[src/rtl/mips_mc_pkg.sv]
// Shared types for the multicycle MIPS memory-side blocks.
package mips_mc_pkg;

  typedef enum logic [1:0] {
    IDLE   = 2'd0,
    ACCESS = 2'd1,
    DONE   = 2'd2
  } state_t;

  localparam logic [1:0] WORD_ALIGN_MASK = 2'b11;

  function automatic logic is_word_aligned(input logic [1:0] addr_lsb);
    return (addr_lsb & WORD_ALIGN_MASK) == 2'b00;
  endfunction

endpackage

[src/rtl/mem_bus_ctrl_if.sv]
// Request/ack bus between the memory-side controller and a word memory.
interface mem_bus_ctrl_if #(
  parameter int ADDR_W = 32,
  parameter int DATA_W = 32
);
  logic [ADDR_W-1:0] mem_addr;
  logic [DATA_W-1:0] mem_wdata;
  logic              mem_req;
  logic              mem_we;
  logic [DATA_W-1:0] mem_rdata;
  logic              mem_ack;

  modport master (
    output mem_addr, mem_wdata, mem_req, mem_we,
    input  mem_rdata, mem_ack
  );

  modport slave (
    input  mem_addr, mem_wdata, mem_req, mem_we,
    output mem_rdata, mem_ack
  );
endinterface

[src/rtl/mem_wait_timer.sv]
// Saturating wait counter; o_expired flags the last cycle allowed before timeout.
module mem_wait_timer #(
  parameter int TIMEOUT = 15
) (
  input  logic clk,
  input  logic rst,
  input  logic i_clear,
  input  logic i_enable,
  output logic o_expired
);
  localparam int CNT_W = $clog2(TIMEOUT + 1);
  localparam logic [CNT_W-1:0] LAST_WAIT = CNT_W'(TIMEOUT - 1);
  localparam logic [CNT_W-1:0] SAT_VAL   = CNT_W'(TIMEOUT);

  logic [CNT_W-1:0] r_count;

  always_ff @(posedge clk) begin
    if (rst || i_clear) begin
      r_count <= '0;
    end else if (i_enable && (r_count != SAT_VAL)) begin
      r_count <= r_count + 1'b1;
    end
  end

  // Expiring one count early means the count reaches TIMEOUT on the same edge we leave.
  assign o_expired = i_enable && (r_count >= LAST_WAIT);

endmodule

[src/rtl/mem_bus_ctrl.sv]
// Memory-side controller: address mux, req/ack handshake, stall and read-data return.
module mem_bus_ctrl
  import mips_mc_pkg::*;
#(
  parameter int ADDR_W  = 32,
  parameter int DATA_W  = 32,
  parameter int TIMEOUT = 15
) (
  input  logic              clk,
  input  logic              rst,
  input  logic [ADDR_W-1:0] pc_out,
  input  logic [ADDR_W-1:0] alu_ou_result,
  input  logic [DATA_W-1:0] B_out,
  input  logic              IorD,
  input  logic              MemRead,
  input  logic              MemWrite,
  mem_bus_ctrl_if.master    mem_bus,
  output logic [DATA_W-1:0] data_out,
  output logic              data_valid,
  output logic              stall,
  output logic              align_err,
  output logic              bus_err
);
  state_t            r_state, w_state_next;
  logic [ADDR_W-1:0] r_addr;
  logic [DATA_W-1:0] r_wdata;
  logic [DATA_W-1:0] r_data_out;
  logic              r_we;
  logic              r_align_err;
  logic              r_bus_err;

  logic [ADDR_W-1:0] w_sel_addr;
  logic              w_req, w_conflict, w_misalign, w_start;
  logic              w_in_access, w_expired;
  logic              w_mem_req, w_stall, w_data_valid;

  assign w_sel_addr  = IorD ? alu_ou_result : pc_out;
  assign w_req       = MemRead | MemWrite;
  assign w_conflict  = MemRead & MemWrite;
  assign w_misalign  = !is_word_aligned(w_sel_addr[1:0]);
  assign w_start     = w_req && !w_conflict && !w_misalign;
  assign w_in_access = (r_state == ACCESS);

  mem_wait_timer #(.TIMEOUT(TIMEOUT)) u_wait_timer (
    .clk       (clk),
    .rst       (rst),
    .i_clear   (!w_in_access),
    .i_enable  (w_in_access),
    .o_expired (w_expired)
  );

  always_ff @(posedge clk) begin
    if (rst) r_state <= IDLE;
    else     r_state <= w_state_next;
  end

  always_comb begin
    w_state_next = r_state;
    case (r_state)
      IDLE:    if (w_start) w_state_next = ACCESS;
      ACCESS:  if (mem_bus.mem_ack || w_expired) w_state_next = DONE;
      DONE:    w_state_next = IDLE;
      default: w_state_next = IDLE;
    endcase
  end

  // Stall rises combinationally with an accepted request so the control FSM freezes that cycle.
  always_comb begin
    w_mem_req    = 1'b0;
    w_stall      = 1'b0;
    w_data_valid = 1'b0;
    case (r_state)
      IDLE:    w_stall = w_start && !rst;
      ACCESS:  begin
        w_mem_req = 1'b1;
        w_stall   = 1'b1;
      end
      DONE:    w_data_valid = 1'b1;
      default: ;
    endcase
  end

  always_ff @(posedge clk) begin
    if (rst) begin
      r_addr      <= '0;
      r_wdata     <= '0;
      r_we        <= 1'b0;
      r_data_out  <= '0;
      r_align_err <= 1'b0;
      r_bus_err   <= 1'b0;
    end else begin
      if (r_state == IDLE && w_req) begin
        if (w_conflict) begin
          r_bus_err <= 1'b1;
        end else if (w_misalign) begin
          r_align_err <= 1'b1;
        end else begin
          r_addr  <= w_sel_addr;
          r_we    <= MemWrite;
          r_wdata <= B_out;
        end
      end
      // An ack arriving on the expiry cycle still completes the access cleanly.
      if (w_in_access) begin
        if (mem_bus.mem_ack) begin
          if (!r_we) r_data_out <= mem_bus.mem_rdata;
        end else if (w_expired) begin
          r_bus_err <= 1'b1;
        end
      end
    end
  end

  assign mem_bus.mem_addr  = r_addr;
  assign mem_bus.mem_wdata = r_wdata;
  assign mem_bus.mem_we    = r_we;
  assign mem_bus.mem_req   = w_mem_req;

  assign data_out   = r_data_out;
  assign data_valid = w_data_valid;
  assign stall      = w_stall;
  assign align_err  = r_align_err;
  assign bus_err    = r_bus_err;

endmodule
[src/flat_wrapper.sv]
// flat-port wrapper written by rule: the top's interface ports become plain ports
module mem_bus_ctrl_flat import mips_mc_pkg::*;
#(
  parameter int ADDR_W  = 32,
  parameter int DATA_W  = 32,
  parameter int TIMEOUT = 15
)
  (clk, rst, pc_out, alu_ou_result, B_out, IorD, MemRead, MemWrite, data_out, data_valid, stall, align_err, bus_err, mem_bus_mem_addr, mem_bus_mem_wdata, mem_bus_mem_req, mem_bus_mem_we, mem_bus_mem_rdata, mem_bus_mem_ack);
  mem_bus_ctrl_if #(.ADDR_W(ADDR_W), .DATA_W(DATA_W)) mem_bus_i ();
  input  logic clk;
  input  logic rst;
  input  logic [ADDR_W-1:0] pc_out;
  input  logic [ADDR_W-1:0] alu_ou_result;
  input  logic [DATA_W-1:0] B_out;
  input  logic IorD;
  input  logic MemRead;
  input  logic MemWrite;
  output logic [DATA_W-1:0] data_out;
  output logic data_valid;
  output logic stall;
  output logic align_err;
  output logic bus_err;
  output wire logic [$bits(mem_bus_i.mem_addr)-1:0] mem_bus_mem_addr;
  output wire logic [$bits(mem_bus_i.mem_wdata)-1:0] mem_bus_mem_wdata;
  output wire logic [$bits(mem_bus_i.mem_req)-1:0] mem_bus_mem_req;
  output wire logic [$bits(mem_bus_i.mem_we)-1:0] mem_bus_mem_we;
  input wire logic [$bits(mem_bus_i.mem_rdata)-1:0] mem_bus_mem_rdata;
  input wire logic [$bits(mem_bus_i.mem_ack)-1:0] mem_bus_mem_ack;
  assign mem_bus_mem_addr = mem_bus_i.mem_addr;
  assign mem_bus_mem_wdata = mem_bus_i.mem_wdata;
  assign mem_bus_mem_req = mem_bus_i.mem_req;
  assign mem_bus_mem_we = mem_bus_i.mem_we;
  assign mem_bus_i.mem_rdata = mem_bus_mem_rdata;
  assign mem_bus_i.mem_ack = mem_bus_mem_ack;
  mem_bus_ctrl #(.ADDR_W(ADDR_W), .DATA_W(DATA_W), .TIMEOUT(TIMEOUT)) u_core (.clk(clk), .rst(rst), .pc_out(pc_out), .alu_ou_result(alu_ou_result), .B_out(B_out), .IorD(IorD), .MemRead(MemRead), .MemWrite(MemWrite), .mem_bus(mem_bus_i), .data_out(data_out), .data_valid(data_valid), .stall(stall), .align_err(align_err), .bus_err(bus_err));
endmodule
[config.mk]
export PLATFORM = sky130hd
export DESIGN_NAME = mem_bus_ctrl_flat
export DESIGN_NICKNAME = d
export VERILOG_FILES = /design/src/rtl/mips_mc_pkg.sv /design/src/rtl/mem_bus_ctrl_if.sv /design/src/rtl/mem_wait_timer.sv /design/src/rtl/mem_bus_ctrl.sv /design/src/flat_wrapper.sv
export SDC_FILE = /design/constraint.sdc
export NUM_CORES = 1
export LEC_CHECK = 0
export ABC_AREA = 1
export CAP_MARGIN = 20
export CORE_ASPECT_RATIO = 0.9
export CORE_UTILIZATION = 41
export DETAILED_ROUTE_END_ITERATION = 7
export GPL_TIMING_DRIVEN = 0
export PLACE_DENSITY = 0.8
export SLEW_MARGIN = 10
export SYNTH_ARGS = -nofsm -noshare
export SYNTH_HDL_FRONTEND = slang
export SYNTH_SLANG_ARGS = --single-unit
[constraint.sdc]
create_clock -name clk -period 2.22 [get_ports clk]
set_input_delay 0.666 -clock clk [delete_from_list [all_inputs] [get_ports clk]]
set_output_delay 0.666 -clock clk [all_outputs]
set_load 0.005 [all_outputs]
==> summary.txt <==
Detailed routing
  • Post-route ant nets: 0
  • Post-route DRC: 0
  • Via count: 5,408
  • Vias per cell: 4.63
  • DR iter-0 viols: 418
  • Post-Route WL: 15.2 mm
  • Avg WL per Cell: 13.0 um
  • Drt pass-1 iters: 4

Setup path
  • Levels on crit path: 6
  • Crit path kind: in -> out
  • Capturing point of the worst reg2reg path: u_core.mem_bus.mem_wdata[21]$_SDFFE_PP0P_
  • Startpoint types: input port
  • R2R setup slack: 0.73 ns
  • Worst Setup SP: MemWrite
  • Setup crit end kind: output pin
  • Cells along the critical path: clkdlybuf4s15_1 > inv_2 > ha_4 > nand4_1 > nand2_1 > buf_2
  • CP bufs+invs: 3
  • CP max stage delay: 0.26 ns
  • Critical-path top delay cell: ha_4
  • Worst r2r path cells: 8
  • Crit Path Max Fanout: 2
  • WP data arrival: 1.49 ns
  • Worst R2R Start: u_core.r_state[1]$_SDFFE_PP0P_
  • Worst endpoint required time: 1.55 ns
  • CP top delay family: buffers and inverters

Yosys
  • Synth Area per Inst: 6.52 sq um
  • Net Count, Synth: 897
  • Synth unique cells: 20
  • Synthesized area: 4950 sq um
  • Warning count from the yosys run: 0
  • Mapped Cells: 759
  • Yosys reg bits: 105
  • Post-synthesis sequential area ratio: 42.5%

Global route
  • Met3 Track Usage GR: 7.35%
  • Largest net degree at the start of global routing: 19
  • Global-route wire length before repair: 24.9 mm
  • Number of global-route vias before repair: 5,020
  • Grt peak-use layer: met2
  • Total GRT Usage: 24.8%
  • Grt total ovfl: 0
  • GR Util met2: 42.7%
  • Antenna violations before repair: 0
  • GR Util met1: 29.7%

Timing
  • Fin crit share: 97.0%
  • Final setup viols: 0
  • Slew @ Worst Pin: 0.437 ns
  • Max Freq: 464 MHz
  • Min Tclk post-route: 2.15 ns
  • Post-route clock skew: 0.00871 ns
  • Unrepaired setup endpoints after global routing: no
  • Relative slew slack: 70.9%
  • Setup TNS: 0 ns
  • Hold slack: 0.444 ns
  • Max Transition Viols Final: 0
  • Final Hold Viols: 0

Run status
  • Status: finished clean

Place
  • # port buffers: 234
  • Placed cell count: 1,149
  • Placed Area: 7480 sq um
  • DPL Wire Length: 11.3 mm
  • GPL Wtd Cong: 0.798

Worst hold path
  • Hold Crit Endpoint: u_core.mem_bus.mem_addr[1]$_SDFFE_PP0P_
  • Hold Path Depth: 2
  • Worst hold start: u_core.mem_bus.mem_addr[1]$_SDFFE_PP0P_
  • HP Class: reg -> reg

Cells and area
  • Commonest non-fill, non-tap cell in the layout: clkdlybuf4s50_1
  • Antenna diodes: 0
  • Layout cells sized above 1: 7.42%
  • Area grow syn2layout: 57.8%
  • Fillers: 1,069
  • Final non-filler cell total: 1,167
  • Final Core Density: 67.5%
  • Commonest cells after routing, fill and taps aside: clkdlybuf4s50_1, nor2_1, nand2_1
  • Final #Nets: 1,144
  • Final instance area: 7810 sq um

Die
  • Core Footprint: 11,600 sq um
  • Die Y-Extent: 106 um
  • Die Footprint: 12,500 sq um
  • Site Rows: 37
  • Io pins: 236
  • Initial core utilization: 42.7%
  • Die W: 118 um

Pwr
  • Power Density: 602 nW/um^2
  • Peak supply drop: 0.641 mV
  • P_leak: 3.58 nW

Clock tree
  • Clk Tree Root Cell: clkbuf_16
  • TritonCTS clock tree: yes
  • Num CTS Buffers: 9
  • H-tree Lvls: 3
  • Max clock buf depth: 2
  • Worst-path clk slew: 0.07 ns
  • Clock net sink count: 105
  • Worst skew pair latency: 0.35 ns

Flow run
  • Max-cap violations: 0
## registers in the layout, indices dropped and copies added, names as in the netlist
register / flops
u_core.r_state: 2
u_core.mem_bus.mem_we: 1
u_core.data_out: 32
u_core.bus_err: 1
u_core.mem_bus.mem_addr: 32
u_core.mem_bus.mem_wdata: 32
u_core.u_wait_timer.r_count: 4
u_core.align_err: 1
## cells in the mapped netlist
| library cell | instances | area, sq um |
|---|---|---|
| nand4_1 | 1 | 6.26 |
| inv_2 | 3 | 11.3 |
| clkbuf_1 | 7 | 26.3 |
| inv_1 | 108 | 405 |
| a21boi_0 | 1 | 7.51 |
| o21ai_0 | 35 | 175 |
| a21oi_1 | 67 | 335 |
| o21bai_1 | 1 | 7.51 |
| buf_2 | 19 | 95.1 |
| ha_1 | 4 | 50.1 |
| nor2_2 | 1 | 6.26 |
| dfxtp_1 | 105 | 2100 |
| nand2_1 | 109 | 409 |
| buf_4 | 22 | 165 |
| nand2_2 | 3 | 18.8 |
| a31oi_1 | 1 | 6.26 |
| nand3_1 | 67 | 335 |
| buf_1 | 1 | 3.75 |
| buf_6 | 2 | 22.5 |
| nor2_1 | 202 | 758 |
## metrics by stage
step | power, mW | setup slack [ns]
floorplan | 2.55 | 0.142
global placement | 3.10 | -0.949
detailed placement | 3.11 | -0.914
CTS | 4.72 | 0.0121
global route | 4.93 | 0.00369
finish | 4.70 | 0.0657
## layout make-up
type	instances	area (sq um)	share of cell area, %
Clock buffer	9	225	2.88
Inverter	111	422	5.40
Buffer	48	285	3.65
Multi-Input combinational cell	492	2140	27.4
Timing Repair Buffer	239	2360	30.3
Clock inverter	7	76.3	0.977
Tap cell	156	195	2.50
Sequential cell	105	2100	26.9
## worst register-to-register path: stages, from the launching register on
cell	delay, ns
dfxtp_1	0.32
nor2_1	0.15
nand2_1	0.11
nor2_2	0.13
buf_4	0.21
buf_2	0.24
nand3_1	0.09
nand2_1	0.08
nor2_1	0.05
## how the worst max path moves through the flow
| stage | endpoint | slack (ns) |
|---|---|---|
| after floorplan | stall | 0.14 |
| after global placement | stall | -0.95 |
| after detailed placement | stall | -0.91 |
| after CTS | stall | 0.01 |
| after global routing | mem_bus_mem_req | 0.004 |
| final | stall | 0.07 |
## per-layer routing
layer  wire length [um]  vias up
li1                   -     2806
met1               6570     2394
met2               7140      186
met3               1180       22
met4                298        0
met5                  0        -
## power by group
| group | internal, mW | switching, mW | leakage [nW] |
|---|---|---|---|
| logic | 0.574 | 0.462 | 2.58 |
| registers | 1.98 | 0.0524 | 0.855 |
| clock network | 0.883 | 0.744 | 0.142 |
| total | 3.44 | 1.26 | 3.58 |
## repair_timing
item / 4_1_cts / 5_1_grt
endpoints found under the hold margin: 0 / 0
pin swaps: 5 / 2
hold buffers: 0 / 0
buffers inserted: 3 / 2
resized for setup: 17 / 6
setup endpoints to repair: 1 / 1
## cell families (layout without fill, tap and decap cells)
group | count (synthesis) | in the layout | share of synthesized area [%]
buf+inv | 162 | 414 | 14.7
compound gates | 105 | 105 | 10.7
flops | 105 | 105 | 42.5
fa+ha+maj | 4 | 4 | 1.01
simple gates | 383 | 383 | 31.0
No activity file was read; power rests on OpenSTA's default activity.
==> RTL change: new RTL, config.mk and constraints unchanged <==
Put one more register stage on the output `bus_err`, with the module's reset. The value now appears one clock later. The other outputs are not delayed to match.
--- a/src/rtl/mem_bus_ctrl.sv
+++ b/src/rtl/mem_bus_ctrl.sv
@@ -120,6 +120,12 @@
   assign data_valid = w_data_valid;
   assign stall      = w_stall;
   assign align_err  = r_align_err;
-  assign bus_err    = r_bus_err;
+  always_ff @(posedge clk) begin
+    if (rst) begin
+      bus_err <= '0;
+    end else begin
+      bus_err <= r_bus_err;
+    end
+  end
 
 endmodule
Check against the original RTL: not equivalent (a bounded check fails within 4 cycles, from zero or initial values and one cycle with rst high).
==> RTL change against the original RTL <==
- critical path depth is the same
- synthesized area grew 2.0%
- total power grew 2.5%
- final area grew 1.5%
- synthesized cell count grew 0.79%
- worst setup slack lost 34 ps
- sequential cell count grew 1
- routed wire length shrank 6.5%
- global-route usage shrank 1.8 points
- highest routed layer unchanged
- clock power grew 5%
==> RTL change: results (changes against the original RTL) <==
metric,value,unit,change
slew margin rel.,69.3,%,-1.6 points
register area,0.00212,mm^2,+1.0%
global placement routability congestion,0.834,,+4.4%
comb pwr,1.05,mW,
Hold Path Sink,u_core.mem_bus.mem_addr[1]$_SDFFE_PP0P_,,
H-tree Lvls,3,,unchanged
dpl cell area,0.00758,mm^2,+1.2%
reg2reg end,u_core.data_out[10]$_SDFFE_PP0P_,,
hpwl dp,10.8,mm,-4.3%
clock skew,10.2,ps,+1.48 ps
DRT Wirelength,14.2,mm,-6.5%
nets@finish,1148,,+0.35%
cell count after synthesis,765,,+0.79%
Most used DFF post-synth,dfxtp_1,,
clk buf depth,2,,unchanged
CTS Buf Count,9,,unchanged
ys async rst share,0,%,unchanged
CP Max Fanout,2,,unchanged
Via density,4.57,,-1.3%
XOR/XNOR share of the synthesized area,0,%,unchanged
"Seq/Total Area, Yosys",42.1,%,-0.43 points
synth top area cells,"dfxtp_1 42%, nor2_1 15%, inv_1 8.2%, nand2_1 8.2%, nand3_1 7.1%",,
WHS,441,ps,-2.48 ps
mux contribution to synthesized area,0,%,unchanged
Pre-antenna DRT Iters,4,,unchanged
clock slew at reported path FFs,70,ps,about the same
FILL cells,1091,,+2.1%
first-pass GRT wire length,23.4,mm,-5.9%
compound-gate portion of the synthesized area,10.5,%,-0.21 points
r2r worst-path depth,7,,-1
Wirelength per Cell,12.1,um,-7.1%
Adder-Cell Fraction of Synth Area,0.992,%,-0.020 points
Clock Tree Root,clkbuf_16,,
Int Power,3.59,mW,+4.3%
Clk. pwr,1.71,mW,+5%
latest clock arrival within the worst-skew pair,340,ps,
Yosys cell types,19,,-5.0%
placed cells,1158,,+0.78%
DRT iter0 DRCs,295,,-29%
min-delay worst type,reg2reg,,
Net Sw Power,1.23,mW,-2.3%
share of cells above drive strength 1,7.78,%,+0.36 points
"top cells by count, synth","201 x nor2_1, 110 x inv_1, 110 x nand2_1",,
status,"complete, no violations",,
Reg2Reg Setup Slack,690,ps,-40 ps
reg2reg start,u_core.r_state[0]$_SDFFE_PP0P_,,
setup_tns,0,ps,unchanged
"worst slack, placed",-911,ps,+2.41 ps
vias in the first global route,4956,,-1.3%
I/O Buffers,233,,-0.43%
Leak Pwr,3.61,nW,+0.92%
Total GRT Usage,23.0,%,-1.8 points
Worst Path Required,1550,ps,about the same
initial antenna violation count,0,,unchanged
Hold Path Depth,2,,unchanged
largest net degree at the start of global routing,19,,unchanged
Max Cap Viol,0,,unchanged
syn nets,903,,+0.67%
VDD IR max,423,uV,-34%
## RTL change: cell count changes after synthesis, moves of 2 or more
| cell | before | now |
|---|---|---|
| a21oi_1 | 67 | 65 |
| inv_2 | 3 | 1 |
| nand3_1 | 67 | 72 |
| buf_2 | 19 | 21 |
| a21oi_2 | 0 | 4 |
| buf_1 | 1 | 4 |
| inv_1 | 108 | 110 |
| nor2_4 | 0 | 2 |
| buf_4 | 22 | 6 |
| buf_6 | 2 | 14 |
| o21ai_0 | 35 | 33 |
## RTL change: area by class of cell
cell class              instances  share of cell area, %
plain buffers                  50                   4.25
clock buffers                   9                   2.84
clock inverters                 7                   1.22
inverters                     111                   5.26
multi-input cells             496                   27.5
flip-flops and latches        106                   26.8
well taps                     160                   2.53
repair buffers                236                   29.6
## RTL change: what timing repair did
item	in CTS	in global routing
hold endpoints to repair	0	0
endpoints found under the setup margin	2	2
pin swaps	6	2
gates resized for setup	26	2
hold buffers	0	0
gates cloned	0	0
setup buffers	3	0
## RTL change: routing by layer
layer	up-vias	GRT usage [%]	part of all wire [%]
li1	2819	-	-
met1	2354	27.7	43
met2	183	39.6	47
met3	16	7.18	8.3
met4	0	5.97	1.3
met5	-	0	0
## RTL change: how the worst max path moves through the flow
stage / from / cells after the start / end / slack (ps)
4_1_cts: MemWrite / 6 / stall / 3
3_5_place_dp: pc_out[1] / 9 / stall / -910
2_1_floorplan: IorD / 8 / stall / 50
3_3_place_gp: pc_out[1] / 9 / stall / -900
6_report: MemRead / 6 / stall / 30
5_1_grt: MemRead / 6 / stall / 9
## RTL change: critical path: stages
cell	delay (ps)
clkdlybuf4s15_1	210
inv_2	50
ha_4	260
nand3_2	70
a21oi_2	140
buf_2	130
